===== config.mk =====
export PLATFORM = sky130hd
export DESIGN_NAME = ibex_rf_ctx_bank
export DESIGN_NICKNAME = d
export VERILOG_FILES = /design/src/rtl/ibex_rf_ctx_bank.sv
export SDC_FILE = /design/constraint.sdc
export NUM_CORES = 2
export LEC_CHECK = 0
export ABC_AREA = 1
export CAP_MARGIN = 15
export CORE_ASPECT_RATIO = 2
export CORE_MARGIN = 2
export CORE_UTILIZATION = 41
export DETAILED_ROUTE_END_ITERATION = 8
export PLACE_DENSITY = 0.59
export SYNTH_ARGS = -nofsm -noshare
export SYNTH_HDL_FRONTEND = slang
export SYNTH_SLANG_ARGS = --single-unit

===== constraint.sdc =====
create_clock -name clk_i -period 2.5 [get_ports clk_i]
set_input_delay 0.375 -clock clk_i [delete_from_list [all_inputs] [get_ports clk_i]]
set_output_delay 0.375 -clock clk_i [all_outputs]
set_load 0.005 [all_outputs]

===== src/rtl/ibex_rf_ctx_bank.sv =====
//------------------------------------------------------------------------------
// ibex_rf_ctx_bank - multi-context GPR bank with previous-context x1 link and a
// background context-clear engine.  Revision: 1.0
//------------------------------------------------------------------------------
`default_nettype none

module ibex_rf_ctx_bank #(
  parameter int                   NumCtx      = 2,
  parameter int                   DataWidth   = 32,
  parameter int                   RV32E       = 0,
  parameter logic [DataWidth-1:0] WordZeroVal = '0,
  localparam int                  CtxW        = (NumCtx > 1) ? $clog2(NumCtx) : 1
) (
  input  logic                 clk_i,
  input  logic                 rst_ni,
  input  logic [CtxW-1:0]      ctx_sel_i,
  input  logic [4:0]           raddr_a_i,
  output logic [DataWidth-1:0] rdata_a_o,
  input  logic [4:0]           raddr_b_i,
  output logic [DataWidth-1:0] rdata_b_o,
  input  logic [4:0]           waddr_i,
  input  logic [DataWidth-1:0] wdata_i,
  input  logic                 we_i,
  output logic [DataWidth-1:0] ra_o,
  input  logic                 clr_req_i,
  input  logic [CtxW-1:0]      clr_ctx_i,
  output logic                 clr_busy_o,
  output logic                 clr_done_o
);

  localparam int              NumRegs   = (RV32E != 0) ? 16 : 32;
  localparam int              AddrW     = (RV32E != 0) ? 4 : 5;
  localparam logic [CtxW:0]   c_NUM_CTX = (CtxW + 1)'(NumCtx);
  localparam logic [4:0]      c_LAST    = 5'(NumRegs - 1);

  typedef enum logic [1:0] {
    ST_IDLE  = 2'd0,
    ST_CLEAR = 2'd1,
    ST_DONE  = 2'd2
  } clr_state_e;

  logic [DataWidth-1:0] r_bank [NumCtx][NumRegs];
  logic [CtxW-1:0]      r_cur_ctx;
  logic [CtxW-1:0]      r_prev_ctx;
  logic [CtxW-1:0]      r_tgt;
  logic [4:0]           r_cnt;
  clr_state_e           r_state;
  clr_state_e           w_state_next;
  logic                 w_start;
  logic                 w_clr_we;
  logic                 w_ctx_ok;
  logic                 w_prev_ok;
  logic                 w_a_ok;
  logic                 w_b_ok;

  // Core write takes priority over the clear engine on the same register.
  always_ff @(posedge clk_i or negedge rst_ni) begin
    if (!rst_ni) begin
      for (int c = 0; c < NumCtx; c++) begin
        for (int r = 0; r < NumRegs; r++) begin
          r_bank[c][r] <= WordZeroVal;
        end
      end
    end else begin
      for (int c = 0; c < NumCtx; c++) begin
        for (int r = 1; r < NumRegs; r++) begin
          if (we_i && (ctx_sel_i == CtxW'(c)) && (waddr_i == 5'(r))) begin
            r_bank[c][r] <= wdata_i;
          end else if (w_clr_we && (r_tgt == CtxW'(c)) && (r_cnt == 5'(r))) begin
            r_bank[c][r] <= WordZeroVal;
          end
        end
      end
    end
  end

  assign w_ctx_ok  = ({1'b0, ctx_sel_i} < c_NUM_CTX);
  assign w_prev_ok = ({1'b0, r_prev_ctx} < c_NUM_CTX);
  assign w_a_ok    = w_ctx_ok && (raddr_a_i != 5'd0) && !((RV32E != 0) && raddr_a_i[4]);
  assign w_b_ok    = w_ctx_ok && (raddr_b_i != 5'd0) && !((RV32E != 0) && raddr_b_i[4]);

  assign rdata_a_o = w_a_ok ? r_bank[ctx_sel_i][raddr_a_i[AddrW-1:0]] : WordZeroVal;
  assign rdata_b_o = w_b_ok ? r_bank[ctx_sel_i][raddr_b_i[AddrW-1:0]] : WordZeroVal;
  assign ra_o      = w_prev_ok ? r_bank[r_prev_ctx][1] : WordZeroVal;

  always_ff @(posedge clk_i or negedge rst_ni) begin
    if (!rst_ni) begin
      r_cur_ctx  <= '0;
      r_prev_ctx <= '0;
    end else begin
      r_cur_ctx <= ctx_sel_i;
      if (ctx_sel_i != r_cur_ctx) begin
        r_prev_ctx <= r_cur_ctx;
      end
    end
  end

  always_ff @(posedge clk_i or negedge rst_ni) begin
    if (!rst_ni) begin
      r_state <= ST_IDLE;
    end else begin
      r_state <= w_state_next;
    end
  end

  always_comb begin
    w_state_next = r_state;
    w_start      = 1'b0;
    w_clr_we     = 1'b0;
    clr_busy_o   = 1'b0;
    clr_done_o   = 1'b0;
    case (r_state)
      ST_IDLE: begin
        if (clr_req_i) begin
          w_start      = 1'b1;
          w_state_next = ST_CLEAR;
        end
      end
      ST_CLEAR: begin
        clr_busy_o = 1'b1;
        w_clr_we   = 1'b1;
        if (r_cnt == c_LAST) begin
          w_state_next = ST_DONE;
        end
      end
      ST_DONE: begin
        clr_done_o   = 1'b1;
        w_state_next = ST_IDLE;
      end
      default: w_state_next = ST_IDLE;
    endcase
  end

  // Counter holds at the last index instead of wrapping.
  always_ff @(posedge clk_i or negedge rst_ni) begin
    if (!rst_ni) begin
      r_tgt <= '0;
      r_cnt <= 5'd0;
    end else if (w_start) begin
      r_tgt <= clr_ctx_i;
      r_cnt <= 5'd1;
    end else if (w_clr_we && (r_cnt != c_LAST)) begin
      r_cnt <= r_cnt + 5'd1;
    end
  end

endmodule

`default_nettype wire

==> flow_summary.toml <==
[clock_tree]
cts.sinks = 1994
tritoncts = "yes"
cts_max_level = 4
cts.path.max_buffers = 4
cts_root_buf = "clkbuf_16"
clkTransAtPathRegs_ns = 0.07
numCtsBuffers = 193
clk_latency_ns = 0.93

[drt]
viasPerCell = 6.250
drt_iter0_drc = 14000
vias = 113600
wl_per_cell_um = 31.20
drc = 0
drtPass1Iterations = 6
ant_nets = 0
finalWirelength_um = 567100

[worst_hold_path]
min_path_type = "in2reg"

[outcome]
violations = "setup timing"
outcome = "finished, violations left"

[synth]
synth_edf_count = 0
synth_cell_types = 28
syn_area_per_cell_um2 = 7.451
yosys_register_bits = 1994
syn_nets = 14090
yosys.area.top_type = "dfrtp_1"
yosysWarnings = 64
synthArstFlopShare_pct = 100.0
yosysTopAreaCellShare_pct = 47.73
ys_seq_area_share_pct = 47.73
synth_area_mm2 = 0.1046
ys.flop_type = "dfrtp_1"
ys_top_cells_by_area = "dfrtp_1 (48%), nand3_1 (18%), nand2_1 (12%)"
synthCells = 14030

[sta]
slew_violations = 0
finalHoldViolations = 0
setup_viol = 78
finalCriticalPeriod_ns = 3.029
hold_slack_ns = 0.09869
clock_skew_ns = 0.04568
relSlewSlack_pct = 34.02
worst_slack_ns = -0.5293
max_slew.worst_pin.slew_ns = 0.9897
fmax_mhz = 330.1
fin_crit_sh_pct = 121.2
rsz0062_at_grt = "yes"

[power_and_ir_drop]
pwr-share-comb_pct = 31.1
p_per_area_mw_per_mm2 = 813.8
leakagePower_nw = 63.92
switching_share_pct = 35.26
vdd_drop_max_mv = 0.6664
cell_internal_pwr_w = 0.07178
seq_power_share_pct = 40.2
pwr-share-clk_pct = 28.7
p_switching_w = 0.03909

[floorplanning]
ioPinCount = 151
rows = 262
core-area_mm2 = 0.2541
dieArea_mm2 = 0.2593
die-height_um = 718.1
start_util_pct = 41.15
die-width_um = 361.1

[layout]
nets = 14770
final_layout_size_suffix_gt1_share_pct = 22.53
design_area_mm2 = 0.1363
syn_to_final_growth_pct = 30.32

[setup_path]
path_buf_inv = 3
cpPeakStageDelay_ns = 0.38
cp-start-kind = "flip-flop"
cp_top_family = "simple AND/OR/NAND/NOR gates"
required_ns = 2.12
slowest_stage = "dfrtp_1"
crit_fanout = 2
worst_setup_path_end_kind = "output pin"
worstPathCellList = "nand2_1 -> o21ai_1 -> buf_4 -> a21oi_1 -> nand2_2 -> nand3_2 -> buf_6 -> nand2_4 -> nand2_1 -> nand2_2 -> buf_2"
cp.arrival_ns = 2.65
crit_type = "reg2out"

[place]
dp_hpwl_um = 363900
numPortBuffers = 150
gp_congestion = 1.028
dpl_cell_area_mm2 = 0.1207

[global_routing]
grt_max_degree = 103
antenna_found_initial = 24
grt_pass1_vias = 111100
grt_pass1_wl_um = 802300
grt_remaining_overflow = 0
track_usage_pct = 42.99

[flow_run]
maxCapViolations = 0
sequential cells by signal, indices dropped and copies added, names as in the netlist:
signal,flops
r_bank,1984
r_cnt,5
r_cur_ctx,1
r_prev_ctx,1
r_state,2
r_tgt,1
worst reg2reg max path, cell delays in order (launching register included):
cell and delay, ns:
dfrtp_1 0.38, buf_4 0.14, inv_1 0.12, ha_1 0.16, inv_1 0.20, nor3_2 0.63
nand2_1 0.20, buf_12 0.26, nand3_1 0.11, o21ai_0 0.11
Yosys cell counts, types with 10 or more instances:
library cell,n
or2_0,28
nand3_2,22
a21oi_1,297
nand2_1,3285
o21ai_0,1542
o22ai_1,564
o21ai_1,30
nor3_1,26
nor2_1,504
buf_2,315
nand3_1,3685
dfrtp_1,1994
inv_1,594
nand3b_1,10
buf_1,182
or2_2,87
clkbuf_1,782
buf_4,22
clkinv_1,29
power by group through the flow:
stage / combinational, W / sequential [W] / clock [W]
floorplan: 0.0167 / 0.0436 / 0
global route: 0.0372 / 0.0453 / 0.0331
CTS: 0.0322 / 0.0442 / 0.0319
detailed placement: 0.0296 / 0.0447 / 0
finish: 0.0345 / 0.0445 / 0.0318
global placement: 0.0291 / 0.0446 / 0
final timing paths:
kind	start	endpoint	slack [ns]	cells after the start
worst min-delay path	clr_ctx_i	r_tgt	0.1	3
worst max register to register	r_cnt[0]	r_bank[1332]	0	9
worst min register to register	r_bank[1134]	r_bank[1134]	0.50	2
max in group asynchronous	rst_ni	r_bank[691]	0.66	4
min in group asynchronous	rst_ni	r_bank[131]	0.55	3
worst max-delay path	r_bank[975]	rdata_a_o[15]	-0.53	11
per-layer routing:
metal | share of wire, % | track usage (%) | routed length, um | vias up
met4 | 13 | 46.61 | 76530 | 8
met3 | 9.3 | 10.72 | 52480 | 2609
met5 | 0.029 | 0.3548 | 165 | -
met2 | 45 | 66.74 | 254800 | 7129
li1 | - | - | - | 48870
met1 | 32 | 45.66 | 183100 | 54960
cell families after synthesis:
logic type	share of synthesized area, %
buffers and inverters	7.407
DFF	47.73
AOI/OAI and AO/OA	12.32
and+or+nand+nor	32.46
adders and majority gates	0.08138
through the flow:
step / setup WS, ns / util [%] / TNS [ns] / power, W / instances
3_5_place_dp: -1.178 / 47.50 / -499.25 / 0.07431 / 17630
3_3_place_gp: -1.173 / 47.50 / -461.50 / 0.07367 / 17630
2_1_floorplan: 0.5060 / - / 0 / 0.06029 / 14030
4_1_cts: -0.4356 / 52.45 / -30.81 / 0.1084 / 18160
5_1_grt: -0.4772 / 53.62 / -24.26 / 0.1155 / 18170
6_report: -0.5293 / 53.63 / -22.48 / 0.1109 / 18170
cell type report:
class	count	area, um^2
fill	24110	117800
multi-input combinational	10100	53380
timing repair buffer	1786	19800
antenna	11	27.53
clock inverter	68	932.1
timing repair inverter	1	16.27
clock buffer	277	5638
tap	3300	4129
inverter	632	2431
sequential	1994	49900
repair_timing:
| item | in CTS | in global routing |
|---|---|---|
| pin swaps | 364 | 334 |
| endpoints found under the setup margin | 97 | 425 |
| cloned | 9 | 11 |
| buffers inserted | 194 | 50 |
| endpoints found under the hold margin | 997 | 0 |
| hold buffers | 3 | 0 |
| gates resized for setup | 1465 | 756 |
cells in the final DEF (no fill, tap or decap), types with 51 or more instances in the layout:
cell,netlist,final
buf_6,1,135
a21oi_2,0,67
o21ai_1,30,69
inv_1,594,489
o22ai_1,564,556
inv_2,9,136
o21ai_2,0,51
a21oi_1,297,211
nand3_1,3685,3338
nor2_2,5,53
nand3_2,22,231
o21ai_0,1542,1440
nand3_4,0,138
nand2_2,3,304
nor2_1,504,440
buf_12,0,381
clkbuf_16,0,205
buf_4,22,1113
nand2_1,3285,2797
nand2_4,0,152
dfrtp_1,1994,1992
(Power assumes the default switching activity.)
